===== src/rtl/regdst_pipe_if.sv =====
// regdst_pipe_if: issue/decode-side bundle for regdst_pipe.
//  master: drives the issue slot, stall/flush and the decode source operands.
//  slave : the regdst_pipe block. It returns the selected destination, the
//          last-stage entry, the RAW match vectors and the sticky mode error.
//  AW    register-address width
//  DEPTH pipeline stages after selection. This sets the hazard vector width.
interface regdst_pipe_if #(
  parameter int AW    = 5,
  parameter int DEPTH = 2
);
  logic          in_valid;
  logic [AW-1:0] rt;
  logic [AW-1:0] rd;
  logic [1:0]    sel_mode;
  logic          reg_write;
  logic          stall;
  logic          flush;
  logic [AW-1:0] src_a;
  logic [AW-1:0] src_b;

  logic [AW-1:0]    sel_dst;
  logic             out_valid;
  logic [AW-1:0]    out_dst;
  logic             out_we;
  logic [DEPTH-1:0] hazard_a;
  logic [DEPTH-1:0] hazard_b;
  logic             mode_err;

  modport master (
    output in_valid, rt, rd, sel_mode, reg_write, stall, flush, src_a, src_b,
    input  sel_dst, out_valid, out_dst, out_we, hazard_a, hazard_b, mode_err
  );

  modport slave (
    input  in_valid, rt, rd, sel_mode, reg_write, stall, flush, src_a, src_b,
    output sel_dst, out_valid, out_dst, out_we, hazard_a, hazard_b, mode_err
  );
endinterface


===== src/rtl/regdst_pipe.sv =====
// regdst_pipe: selects the write-back register and tracks destinations.
//  The block picks the write-back register (rt, rd or link) for the issued
//  instruction. It carries {valid, dst, we} through DEPTH registered stages
//  with stall and flush. It exposes per-stage RAW match vectors for the
//  forwarding and hazard logic.
//  Ports:
//   clk   rising-edge clock
//   rst_n synchronous reset, active-low
//   bus   regdst_pipe_if.slave, which carries:
//         in:  in_valid, rt, rd, sel_mode, reg_write, stall, flush, src_a, src_b
//         out: sel_dst, out_valid, out_dst, out_we, hazard_a, hazard_b, mode_err
//  Parameters:
//   AW            register-address width
//   DEPTH         stages after selection, 1..4
//   LINK_REG      destination address used in link mode
//   ZERO_SUPPRESS when nonzero, address 0 is never written and never matches
module regdst_pipe #(
  parameter int AW            = 5,
  parameter int DEPTH         = 2,
  parameter int LINK_REG      = 31,
  parameter int ZERO_SUPPRESS = 1
)(
  input logic         clk,
  input logic         rst_n,
  regdst_pipe_if.slave bus
);

  if (DEPTH < 1 || DEPTH > 4) begin : g_bad_depth
    $error("regdst_pipe: DEPTH must be in 1..4");
  end

  localparam logic [AW-1:0] LINK_DST = AW'(LINK_REG);
  localparam bit            ZS       = (ZERO_SUPPRESS != 0);

  localparam logic [1:0] MODE_RT   = 2'b00;
  localparam logic [1:0] MODE_RD   = 2'b01;
  localparam logic [1:0] MODE_LINK = 2'b10;
  localparam logic [1:0] MODE_RSVD = 2'b11;

  // Stage k sits at index k. Stage 0 is the combinational issue slot, so it
  // is not stored here.
  logic [DEPTH:1]         vld_pipe;
  logic [DEPTH:1]         we_pipe;
  logic [DEPTH:1][AW-1:0] dst_pipe;

  logic [AW-1:0]    sel;
  logic             we0;
  logic             advance;
  logic             mode_err_q;
  logic [DEPTH-1:0] haz_a;
  logic [DEPTH-1:0] haz_b;

  // Destination select. The reserved mode falls back to rt, and mode_err
  // flags it.
  always_comb begin
    sel = bus.rt;
    case (bus.sel_mode)
      MODE_RD:   sel = bus.rd;
      MODE_LINK: sel = LINK_DST;
      default:   sel = bus.rt;
    endcase
  end

  // The write enable is qualified once, here. Downstream stages and the
  // hazard compare can then trust we as-is.
  assign we0     = bus.in_valid & bus.reg_write & ~(ZS & (sel == '0));
  assign advance = ~bus.flush & ~bus.stall;

  always_ff @(posedge clk) begin
    if (!rst_n) begin
      vld_pipe   <= '0;
      we_pipe    <= '0;
      dst_pipe   <= '0;
      mode_err_q <= 1'b0;
    end else if (bus.flush) begin
      // Flush wins over stall. dst may stay stale because valid/we gate it.
      vld_pipe <= '0;
      we_pipe  <= '0;
    end else if (!bus.stall) begin
      for (int k = DEPTH; k >= 2; k--) begin
        vld_pipe[k] <= vld_pipe[k-1];
        we_pipe[k]  <= we_pipe[k-1];
        dst_pipe[k] <= dst_pipe[k-1];
      end
      vld_pipe[1] <= bus.in_valid;
      we_pipe[1]  <= we0;
      dst_pipe[1] <= sel;
    end
    // mode_err is only set when the reserved encoding is actually accepted
    // into the pipe.
    if (rst_n && advance && bus.in_valid && (bus.sel_mode == MODE_RSVD))
      mode_err_q <= 1'b1;
  end

  // RAW match against registered contents. Bit 0 is the youngest stage.
  // During a stall the held contents still produce matches.
  always_comb begin
    haz_a = '0;
    haz_b = '0;
    for (int k = 0; k < DEPTH; k++) begin
      haz_a[k] = vld_pipe[k+1] & we_pipe[k+1] & (dst_pipe[k+1] == bus.src_a)
                 & ~(ZS & (bus.src_a == '0));
      haz_b[k] = vld_pipe[k+1] & we_pipe[k+1] & (dst_pipe[k+1] == bus.src_b)
                 & ~(ZS & (bus.src_b == '0));
    end
  end

  assign bus.sel_dst   = sel;
  assign bus.out_valid = vld_pipe[DEPTH];
  assign bus.out_dst   = dst_pipe[DEPTH];
  assign bus.out_we    = we_pipe[DEPTH];
  assign bus.hazard_a  = haz_a;
  assign bus.hazard_b  = haz_b;
  assign bus.mode_err  = mode_err_q;

endmodule


===== src/flat_wrapper.sv =====
// flat-port wrapper written by rule: the top's interface ports become plain ports
module regdst_pipe_flat 
#(
  parameter int AW            = 5,
  parameter int DEPTH         = 2,
  parameter int LINK_REG      = 31,
  parameter int ZERO_SUPPRESS = 1
)
  (clk, rst_n, bus_in_valid, bus_rt, bus_rd, bus_sel_mode, bus_reg_write, bus_stall, bus_flush, bus_src_a, bus_src_b, bus_sel_dst, bus_out_valid, bus_out_dst, bus_out_we, bus_hazard_a, bus_hazard_b, bus_mode_err);
  regdst_pipe_if #(.AW(AW), .DEPTH(DEPTH)) bus_i ();
  input logic clk;
  input logic rst_n;
  input wire logic [$bits(bus_i.in_valid)-1:0] bus_in_valid;
  input wire logic [$bits(bus_i.rt)-1:0] bus_rt;
  input wire logic [$bits(bus_i.rd)-1:0] bus_rd;
  input wire logic [$bits(bus_i.sel_mode)-1:0] bus_sel_mode;
  input wire logic [$bits(bus_i.reg_write)-1:0] bus_reg_write;
  input wire logic [$bits(bus_i.stall)-1:0] bus_stall;
  input wire logic [$bits(bus_i.flush)-1:0] bus_flush;
  input wire logic [$bits(bus_i.src_a)-1:0] bus_src_a;
  input wire logic [$bits(bus_i.src_b)-1:0] bus_src_b;
  output wire logic [$bits(bus_i.sel_dst)-1:0] bus_sel_dst;
  output wire logic [$bits(bus_i.out_valid)-1:0] bus_out_valid;
  output wire logic [$bits(bus_i.out_dst)-1:0] bus_out_dst;
  output wire logic [$bits(bus_i.out_we)-1:0] bus_out_we;
  output wire logic [$bits(bus_i.hazard_a)-1:0] bus_hazard_a;
  output wire logic [$bits(bus_i.hazard_b)-1:0] bus_hazard_b;
  output wire logic [$bits(bus_i.mode_err)-1:0] bus_mode_err;
  assign bus_i.in_valid = bus_in_valid;
  assign bus_i.rt = bus_rt;
  assign bus_i.rd = bus_rd;
  assign bus_i.sel_mode = bus_sel_mode;
  assign bus_i.reg_write = bus_reg_write;
  assign bus_i.stall = bus_stall;
  assign bus_i.flush = bus_flush;
  assign bus_i.src_a = bus_src_a;
  assign bus_i.src_b = bus_src_b;
  assign bus_sel_dst = bus_i.sel_dst;
  assign bus_out_valid = bus_i.out_valid;
  assign bus_out_dst = bus_i.out_dst;
  assign bus_out_we = bus_i.out_we;
  assign bus_hazard_a = bus_i.hazard_a;
  assign bus_hazard_b = bus_i.hazard_b;
  assign bus_mode_err = bus_i.mode_err;
  regdst_pipe #(.AW(AW), .DEPTH(DEPTH), .LINK_REG(LINK_REG), .ZERO_SUPPRESS(ZERO_SUPPRESS)) u_core (.clk(clk), .rst_n(rst_n), .bus(bus_i));
endmodule

===== config.mk =====
export PLATFORM = sky130hd
export DESIGN_NAME = regdst_pipe_flat
export DESIGN_NICKNAME = d
export VERILOG_FILES = /design/src/rtl/regdst_pipe_if.sv /design/src/rtl/regdst_pipe.sv /design/src/flat_wrapper.sv
export SDC_FILE = /design/constraint.sdc
export NUM_CORES = 1
export LEC_CHECK = 0
export CORE_ASPECT_RATIO = 0.75
export CORE_MARGIN = 4
export CORE_UTILIZATION = 30
export DETAILED_ROUTE_END_ITERATION = 10
export DONT_BUFFER_PORTS = 1
export SLEW_MARGIN = 0
export SYNTH_ARGS = -nofsm -noshare
export SYNTH_HDL_FRONTEND = slang
export SYNTH_SLANG_ARGS = --single-unit

===== constraint.sdc =====
create_clock -name clk -period 3.2 [get_ports clk]
set_clock_uncertainty 0.05 [all_clocks]
set_input_delay 0.48 -clock clk [delete_from_list [all_inputs] [get_ports clk]]
set_output_delay 0.48 -clock clk [all_outputs]
set_load 0.005 [all_outputs]

==> results.md <==
* Crit. End Element: primary output
* PostCTS Resize Cnt at 0
* Yosys reg bits at 15
* Period utilisation layout at 0.573
* Cell breakdown of the critical path: inv_1 > ha_1 > a211oi_1 > nor2_1
* Via count at 850
* Achievable Freq at 546 MHz
* Combinational share of power at 0.169
* Die height at 59.3 um
* Via density at 5.21
* Clock sink count at 15
* Ys Warns at 0
* Actual slew at the worst max-slew pin at 0.649 ns
* Number of global-route vias before repair at 884
* Largest net degree at the start of global routing at 14
* Clk buf depth at 2
* Dpl cells at 159
* CORE AREA at 0.00333 mm2
* IO Count at 45
* Clk_lat worst skew at 0.24 ns
* Die ar. at 0.00453 mm2
* First drt pass iteration count at 4
* Static leakage at 0.319 nW
* TritonCTS clock tree: done
* Worst-path clk slew at 0.06 ns
* Synth Cell Area at 0.00105 mm2
* Initial Util at 0.316
* Share of cells above drive strength 1 at 0.106
* CTS Buf Count at 3
* Worst Setup Start Kind: primary input
* Post-layout util at 0.322
* Int Pwr at 316 uW
* H-tree depth at 1
* Final hold vios at 0
* Area of the multi-input gates at 669 um2
* Synth Flop Type: dfxtp_1
* PwrDens at 396 mW/mm2
* Post-Synthesis Cells at 129
* Fillcell total at 374
* Status: finished clean
* Fin crit period at 1.83 ns
* Reg area at 300 um2
* Simple-gate share of the synthesized area at 0.276
* Total Routed Length at 2.48 mm
* GRT Overall Usage at 0.119
* Root buffer cell: clkbuf_8
* Worst path slowest cell: ha_1
* Area added between synthesis and finish at 1.78%
* PortBufs at 0
* Initial antenna violation count at 0
* Postcts setup bufs at 0
* Max Slew Vio Count at 0
* Critical Path Fanout Max at 9
* Fin cells at 163
* DIE WIDTH at 76.4 um
* Global-route wire length before repair at 4.31 mm
* Multiplexer share of the synthesized area at 0.0190
* Syn_area_per_cell at 8.17 um2
* Worst path max stage delay at 0.39 ns
* Gr ovfl total at 0
* Max cap viols at 0
* NumNets Final at 155
* Placement Setup Slack at 1.36 ns
* Post-synth EDFFs at 0
* WP data required at 2.67 ns
* Crit path kind: in -> out
* Reg power frac at 0.475
* Largest family of logic cells by synthesized area: simple AND/OR/NAND/NOR gates
* Net Count, Synth at 160
* Setup TNS at 0 ns
* Synth Area in XOR/XNOR at 0.166
* CTS Hold Bufs at 0
* Antenna Violating Nets Remaining at 0
* RSZ-0062 raised after global routing: false
* Crit-path leading delay family: adder cells
* Final Setup Violations at 0
* Post-Synth Adder-Cell Area at 0.0356
* Share of flip-flops with an asynchronous set or reset at 0
* Number of DRC markers in iteration 0 at 22
* Hold Path Class: in -> reg
* Sequential area share after synthesis at 0.285
* Worst endpoint data arrival time at 1.30 ns
* NetSw at 109 uW
* Clock power share at 0.355
* Sw frac at 0.256
* # DRC at 0
* Relative slew slack at 0.566
* Synth Area in Compound Gates at 0.139
* # diodes at 0
* CP Buf/Inv Count at 1
* Yosys cell types at 30
* Gp weighted congestion at 0.827
* # rows at 18
* Avg WL per Cell at 15.2 um
* Peak VDD IR at 0.142 mV
* Final HPWL from detailed placement at 2.06 mm
* Post-route setup slack at 1.37 ns
* Total Power at 425 uW
==> power groups by stage <==
| stage | Clock [mW] | Sequential (mW) | Combinational [mW] |
|---|---|---|---|
| floorplan | 0 | 0.203 | 0.0702 |
| detailed placement | 0 | 0.206 | 0.0724 |
| global route | 0.166 | 0.203 | 0.0805 |
| global placement | 0 | 0.206 | 0.0690 |
| CTS | 0.157 | 0.202 | 0.0727 |
| finish | 0.151 | 0.202 | 0.0718 |
==> worst register-to-register path: stages, from the launching register on <==
cell and delay [ns]:
dfxtp_1 0.45, nand2_1 0.07, a21boi_0 0.17
==> placed cells by master (no fill, tap or decap), drive strengths merged, types with 2 or more instances in the layout <==
cell and instances:
nor3 4, nor2 9, a211oi 2, nand3 4
a21boi 10, nand2 24, xnor2 20, ha 3
nor2b 6, dfxtp 15, clkbuf 4, nand4 4
inv 2, a21oi 4, or4 2, mux2i 2
o22ai 2
==> Yosys cell counts (2+ instances only) <==
master    count  area share
nor2_2        3       0.018
a21oi_1       2      0.0095
or4_4         2       0.021
a21boi_0      7       0.050
nand3_1       4       0.019
nor2b_1       6       0.036
inv_1         2      0.0071
xnor2_1      20        0.17
nor3_1        4       0.019
o22ai_1       2       0.012
nand2_1      24       0.086
dfxtp_1      15        0.29
nor2_1        6       0.021
a21boi_1      3       0.021
mux2i_1       2       0.019
ha_1          3       0.036
buf_4         6       0.043
buf_6         2       0.021
nand4_1       4       0.024
a21oi_2       2       0.017
==> registers in the layout, summed over array words and instances (netlist names) <==
register / cells
u_core.bus.mode_err: 1
u_core.dst_pipe: 5
u_core.vld_pipe: 2
u_core.we_pipe: 2
u_core.bus.out_dst: 5
==> per-layer routing <==
| metal | GRT usage | routed length, um | vias to the layer above |
|---|---|---|---|
| met4 | 0.0465 | 10 | 0 |
| met2 | 0.173 | 1050 | 48 |
| met3 | 0.0517 | 328 | 2 |
| met5 | 0 | 0 | - |
| met1 | 0.155 | 1090 | 382 |
| li1 | - | - | 418 |
==> through the flow <==
step | hold WS, ns | instance area (um2)
2_1_floorplan | 0.430 | 1050
3_3_place_gp | 0.459 | 1030
3_5_place_dp | 0.475 | 1030
4_1_cts | 0.317 | 1070
5_1_grt | 0.329 | 1070
6_report | 0.318 | 1070
==> final timing paths <==
path         cells after the start                  start  slack (ns)                    end
min                              1                  rst_n        0.32    u_core.bus.mode_err
max                              4        bus_sel_mode[0]        1.37         bus_sel_dst[2]
max reg2reg                      2  u_core.bus.out_dst[4]        2.38  u_core.bus.out_dst[4]
min reg2reg                      2    u_core.bus.mode_err        0.48    u_core.bus.mode_err
==> cell type report <==
type                    count  share of cell area
multi-input cells         102               0.624
flip-flops and latches     15               0.280
well taps                  40              0.0467
clock buffers               4              0.0420
inverters                   2             0.00700
==> logic make-up (layout without fill, tap and decap cells) <==
group,Yosys count,after routing
buffers and inverters,12,6
AOI/OAI and AO/OA,20,20
DFF,15,15
xor gates and xnor gates,20,20
adders and majority gates,3,3
muxes,2,2
and+or+nand+nor,57,57
No activity file was read; power rests on OpenSTA's default activity.
==> variant 1, RTL diff (same settings) <==
`DEPTH` is set to 2 in 3 places; all go to 1.
--- a/src/rtl/regdst_pipe_if.sv
+++ b/src/rtl/regdst_pipe_if.sv
@@ -8,3 +8,3 @@
   parameter int AW    = 5,
-  parameter int DEPTH = 2
+  parameter int DEPTH = 1
 );
--- a/src/rtl/regdst_pipe.sv
+++ b/src/rtl/regdst_pipe.sv
@@ -18,3 +18,3 @@
   parameter int AW            = 5,
-  parameter int DEPTH         = 2,
+  parameter int DEPTH         = 1,
   parameter int LINK_REG      = 31,
--- a/src/flat_wrapper.sv
+++ b/src/flat_wrapper.sv
@@ -4,3 +4,3 @@
   parameter int AW            = 5,
-  parameter int DEPTH         = 2,
+  parameter int DEPTH         = 1,
   parameter int LINK_REG      = 31,
Interface: changed (resized bus_hazard_a and bus_hazard_b); port bits go from 45 to 43. The function was not compared with the original's and may differ.
==> variant 1 against the unedited design <==
  * Cell area shrank 41%
  * Setup slack worse by 0.025 ns
  * Synthesized area is 45% lower
  * Cell count decreased by 38%
  * Routed wire length is 40% lower
  * Power fell by 41%
  * Sequential cell count shrank 7
==> variant 1: results <==
worst_setup_path:
  data_arrival_time_of_the_worst_path_ns: 1.33
  crit_buf_inv: 1
  critPathMaxFanout: 9
  cpLargestDelayFamily: "adder cells"
  r2r_start: "u_core.bus.out_dst[0]"
  rr_worst_depth: 2
  timing.reg2reg.setup_slack_ns: 2.39
  reg2reg_to: "u_core.bus.out_dst[0]"
  crit_path_end: "bus_sel_dst[3]"
  cp_slowest_cell: "sky130_fd_sc_hd__ha_1"
  max_stage_delay_ns: 0.38
finish:
  layout-drive-gt1-share: 0.08861
  diodes: 0
  largest_reg_flops: 5
  nNetsFinal: 112
cts:
  clockRootBuffer: "sky130_fd_sc_hd__clkbuf_4"
  clk-insertion-delay-late_ns: 0.27
  clk_pin_slew_ns: 0.06
  cts-buffers-inserted: 3
  count_of_cells_resized_by_post_cts_repair: 0
  cts_setup_buffers: 0
grt:
  grt_antenna_before_repair: 0
  grt_first_pass_wirelength_um: 2311
  maximum_number_of_pins_on_one_net_before_global_route_repair: 10
  grt_usage: 0.1196
  first_global_vias: 507
synthesis:
  postSynth.asyncResetShare: 0
  yosysSeqAreaShare: 0.2765
  synth.area.top_cells: "sky130_fd_sc_hd__dfxtp_1 (28%), sky130_fd_sc_hd__xnor2_1 (12%), sky130_fd_sc_hd__nand2_1 (8.4%)"
  synth.distinct_cells: 20
  synth_common_cells: "sky130_fd_sc_hd__nand2_1 (13), sky130_fd_sc_hd__dfxtp_1 (8), sky130_fd_sc_hd__xnor2_1 (8), sky130_fd_sc_hd__nand3_1 (6), sky130_fd_sc_hd__nor2b_1 (6)"
  yosys_warnings: 0
power_and_ir_drop:
  peakVddDrop_mv: 0.1874
  power.leakage_nw: 0.2104
  power_switching_mw: 0.07622
run:
  drv_cap: 0
route:
  dr_total_vias: 528
  wire_per_inst_um: 14.86
  drcViolationCount: 0
  dr.first_iter.drc_count: 16
run_status:
  run_status: "finished, final reports clean"
placement:
  gp_congestion: 0.7822
  placedInstanceArea_um2: 606.8
  dp_hpwl_um: 1244
  io_buffer_count: 0
hold_path:
  holdCritPathClass: "in -> reg"
sta:
  max-slew-margin-rel: 0.7500
  fmaxAchievable_mhz: 538.3
floorplan:
  num_rows: 13
[variant 1: changes by cell type after synthesis, moves of 3 or more]
cell / unedited run / this run
sky130_fd_sc_hd__xnor2_1: 20 / 8
sky130_fd_sc_hd__nand2_1: 24 / 13
sky130_fd_sc_hd__a21boi_0: 7 / 0
sky130_fd_sc_hd__dfxtp_1: 15 / 8
sky130_fd_sc_hd__buf_4: 6 / 0
sky130_fd_sc_hd__nand4_1: 4 / 0
sky130_fd_sc_hd__nor2_2: 3 / 0
[variant 1: power by group through the flow]
stage | clock (mW) | combinational [mW] | sequential [mW]
after floorplan | 0 | 0.0488 | 0.112
after global placement | 0 | 0.0551 | 0.114
after detailed placement | 0 | 0.0573 | 0.114
after CTS | 0.0814 | 0.0575 | 0.112
after global routing | 0.0898 | 0.0641 | 0.113
final | 0.0805 | 0.0572 | 0.112
[variant 1: cell families after synthesis]
kind of cell    after synthesis  share of synthesized area
flops                         8                     0.2765
buf+inv                       2                    0.01296
compound gates               17                     0.1944
simple gates                 38                     0.3305
fa+ha+maj                     3                    0.06480
xor+xnor                      8                     0.1210
[variant 1: worst register-to-register path, stage by stage, from the launching register on]
cell and delay (ns):
sky130_fd_sc_hd__dfxtp_1 0.45, sky130_fd_sc_hd__nand2_1 0.08, sky130_fd_sc_hd__a21boi_1 0.15
[variant 1: metal layers]
layer | vias up | GRT usage | part of all wire
met2 | 17 | 0.1982 | 0.53
met3 | 0 | 0.07843 | 0.10
li1 | 275 | - | -
met4 | 0 | 0.05430 | 0
met1 | 236 | 0.1183 | 0.37
met5 | - | 0 | 0
[variant 1: final cells by class]
class,count,area (um2)
clock buffer,3,22.52
fill,196,1160
inverter,2,7.507
multi-input combinational,66,411.6
sequential,8,160.2
tap,22,27.53
[variant 1: worst min path at each step]
stage / from / endpoint / slack (ns) / cells past startpoint
floorplan: u_core.bus.mode_err / u_core.bus.mode_err / 0.43 / 2
global placement: u_core.bus.mode_err / u_core.bus.mode_err / 0.46 / 2
detailed placement: u_core.bus.mode_err / u_core.bus.mode_err / 0.47 / 2
CTS: rst_n / u_core.bus.mode_err / 0.30 / 1
global route: rst_n / u_core.bus.out_dst[2] / 0.31 / 1
finish: rst_n / u_core.bus.mode_err / 0.30 / 1
[variant 1: per-stage QoR]
step                        util  std cells  worst slack (ns)  hold WS, ns
after floorplan                -         76             1.437       0.4324
after global placement    0.3392         98             1.399       0.4628
after detailed placement  0.3392         98             1.338       0.4727
after CTS                 0.3517        101             1.327       0.3045
after global routing      0.3517        101             1.200       0.3056
final                     0.3517        101             1.342       0.2993
==> variant 2, RTL diff (same settings) <==
Made on the original files. `LINK_REG` is set to 31 in 2 places; all go to 15.
--- a/src/rtl/regdst_pipe.sv
+++ b/src/rtl/regdst_pipe.sv
@@ -19,3 +19,3 @@
   parameter int DEPTH         = 2,
-  parameter int LINK_REG      = 31,
+  parameter int LINK_REG      = 15,
   parameter int ZERO_SUPPRESS = 1
--- a/src/flat_wrapper.sv
+++ b/src/flat_wrapper.sv
@@ -5,3 +5,3 @@
   parameter int DEPTH         = 2,
-  parameter int LINK_REG      = 31,
+  parameter int LINK_REG      = 15,
   parameter int ZERO_SUPPRESS = 1
Formal check against the unedited RTL: not equivalent (Yosys sat finds a counterexample within 4 cycles, from zero or initial values and one cycle with rst_n low).
==> variant 2 against the unedited design <==
  * Die area down 3.3%
  * Via count is 0.94% higher
  * Global-route usage decreased by 0.27 points
  * Highest routed layer unchanged
  * Largest cell class unchanged
  * Sequential cell count unchanged
  * Cell area shrank 2.6%
  * Synthesized area is 3.8% lower
  * Largest power group unchanged
  * Power decreased by 1.2%
  * Critical path type unchanged
  * Setup slack better by 0.0039 ns
  * Routed wire length about the same
==> variant 2: results <==
grt:
  gr-usage-met3: 0.02560
  gr-usage-met2: 0.1749
  first_global_vias: 849
  grt_first_pass_wirelength_um: 3919
  grt_usage: 0.1161
  gr-usage-met1: 0.1594
power_and_ir_drop:
  peakVddDrop_mv: 0.1668
  finalPower_mw: 0.4196
  sw_frac_of_total: 0.2516
  power.leakage_nw: 0.3277
hold_path:
  hold-path-endpoint: "u_core.bus.mode_err"
  holdCritPathClass: "in -> reg"
  hold-path-cell-count: 1
worst_setup_path:
  crit_path_end: "bus_sel_dst[1]"
  data_arrival_time_of_the_worst_path_ns: 1.30
  cp_slowest_cell: "sky130_fd_sc_hd__ha_1"
  critPathMaxFanout: 7
  r2r_start: "u_core.dst_pipe[4]"
  timing.reg2reg.setup_slack_ns: 2.36
  max_stage_delay_ns: 0.36
  reg2reg_to: "u_core.dst_pipe[4]"
finish:
  nNetsFinal: 156
  layout_fillers: 310
  layout.cells.non_filler: 162
  layout-drive-gt1-share: 0.06452
route:
  drt_pre_antenna_iters: 4
  dr_total_vias: 858
  met1Wirelength_um: 1118
  routed_met3_length_um: 272
  detailroute.wirelength.met2_um: 1054
  dr.first_iter.drc_count: 28
  drt-total-wl_um: 2479
synthesis:
  synth.area.top_cells: "sky130_fd_sc_hd__dfxtp_1 (30%), sky130_fd_sc_hd__xnor2_1 (17%), sky130_fd_sc_hd__nand2_1 (8.9%)"
  synth_common_cells: "sky130_fd_sc_hd__nand2_1 (24), sky130_fd_sc_hd__xnor2_1 (20), sky130_fd_sc_hd__dfxtp_1 (15), sky130_fd_sc_hd__buf_4 (7), sky130_fd_sc_hd__nor2b_1 (7)"
  yosys.area_share.xor_xnor: 0.1728
  yosysSeqAreaShare: 0.2963
  synth_compound_area_frac: 0.1185
  synth.distinct_cells: 28
  mux_share_of_post_synthesis_cell_area: 0.01975
  yosys.area_share.adder: 0.03704
cts:
  cts_setup_buffers: 0
  clock_tree.buffer_depth: 2
  clk-insertion-delay-late_ns: 0.24
placement:
  dp_hpwl_um: 2034
  gp_congestion: 0.7814
  placedInstanceArea_um2: 999.7
sta:
  measured_slew_at_the_worst_slew_check_pin_ns: 0.6667
run_status:
  run_status: "finished, final reports clean"
==> variant 2: metrics by stage <==
stage	worst slack, ns	utilization	hold slack (ns)
after floorplan	1.476	-	0.4300
after global placement	1.426	0.3241	0.4576
after detailed placement	1.371	0.3241	0.4634
after CTS	1.368	0.3387	0.3167
after global routing	1.261	0.3387	0.3266
final	1.371	0.3387	0.3179
==> variant 2: worst max-delay path, delay by kind of cell <==
kind                       cells  cell delay, ns
buffers and inverters          1            0.02
AOI/OAI and AO/OA              1            0.28
adders and majority gates      1            0.36
and+or+nand+nor                1            0.16
==> variant 2: layout make-up <==
type                    count  area [um2]  area share
multi-input cells         103       644.4      0.6168
clock buffers               4       45.04     0.04311
inverters                   2       7.507    0.007186
flip-flops and latches     15       300.3      0.2874
well taps                  38       47.55     0.04551
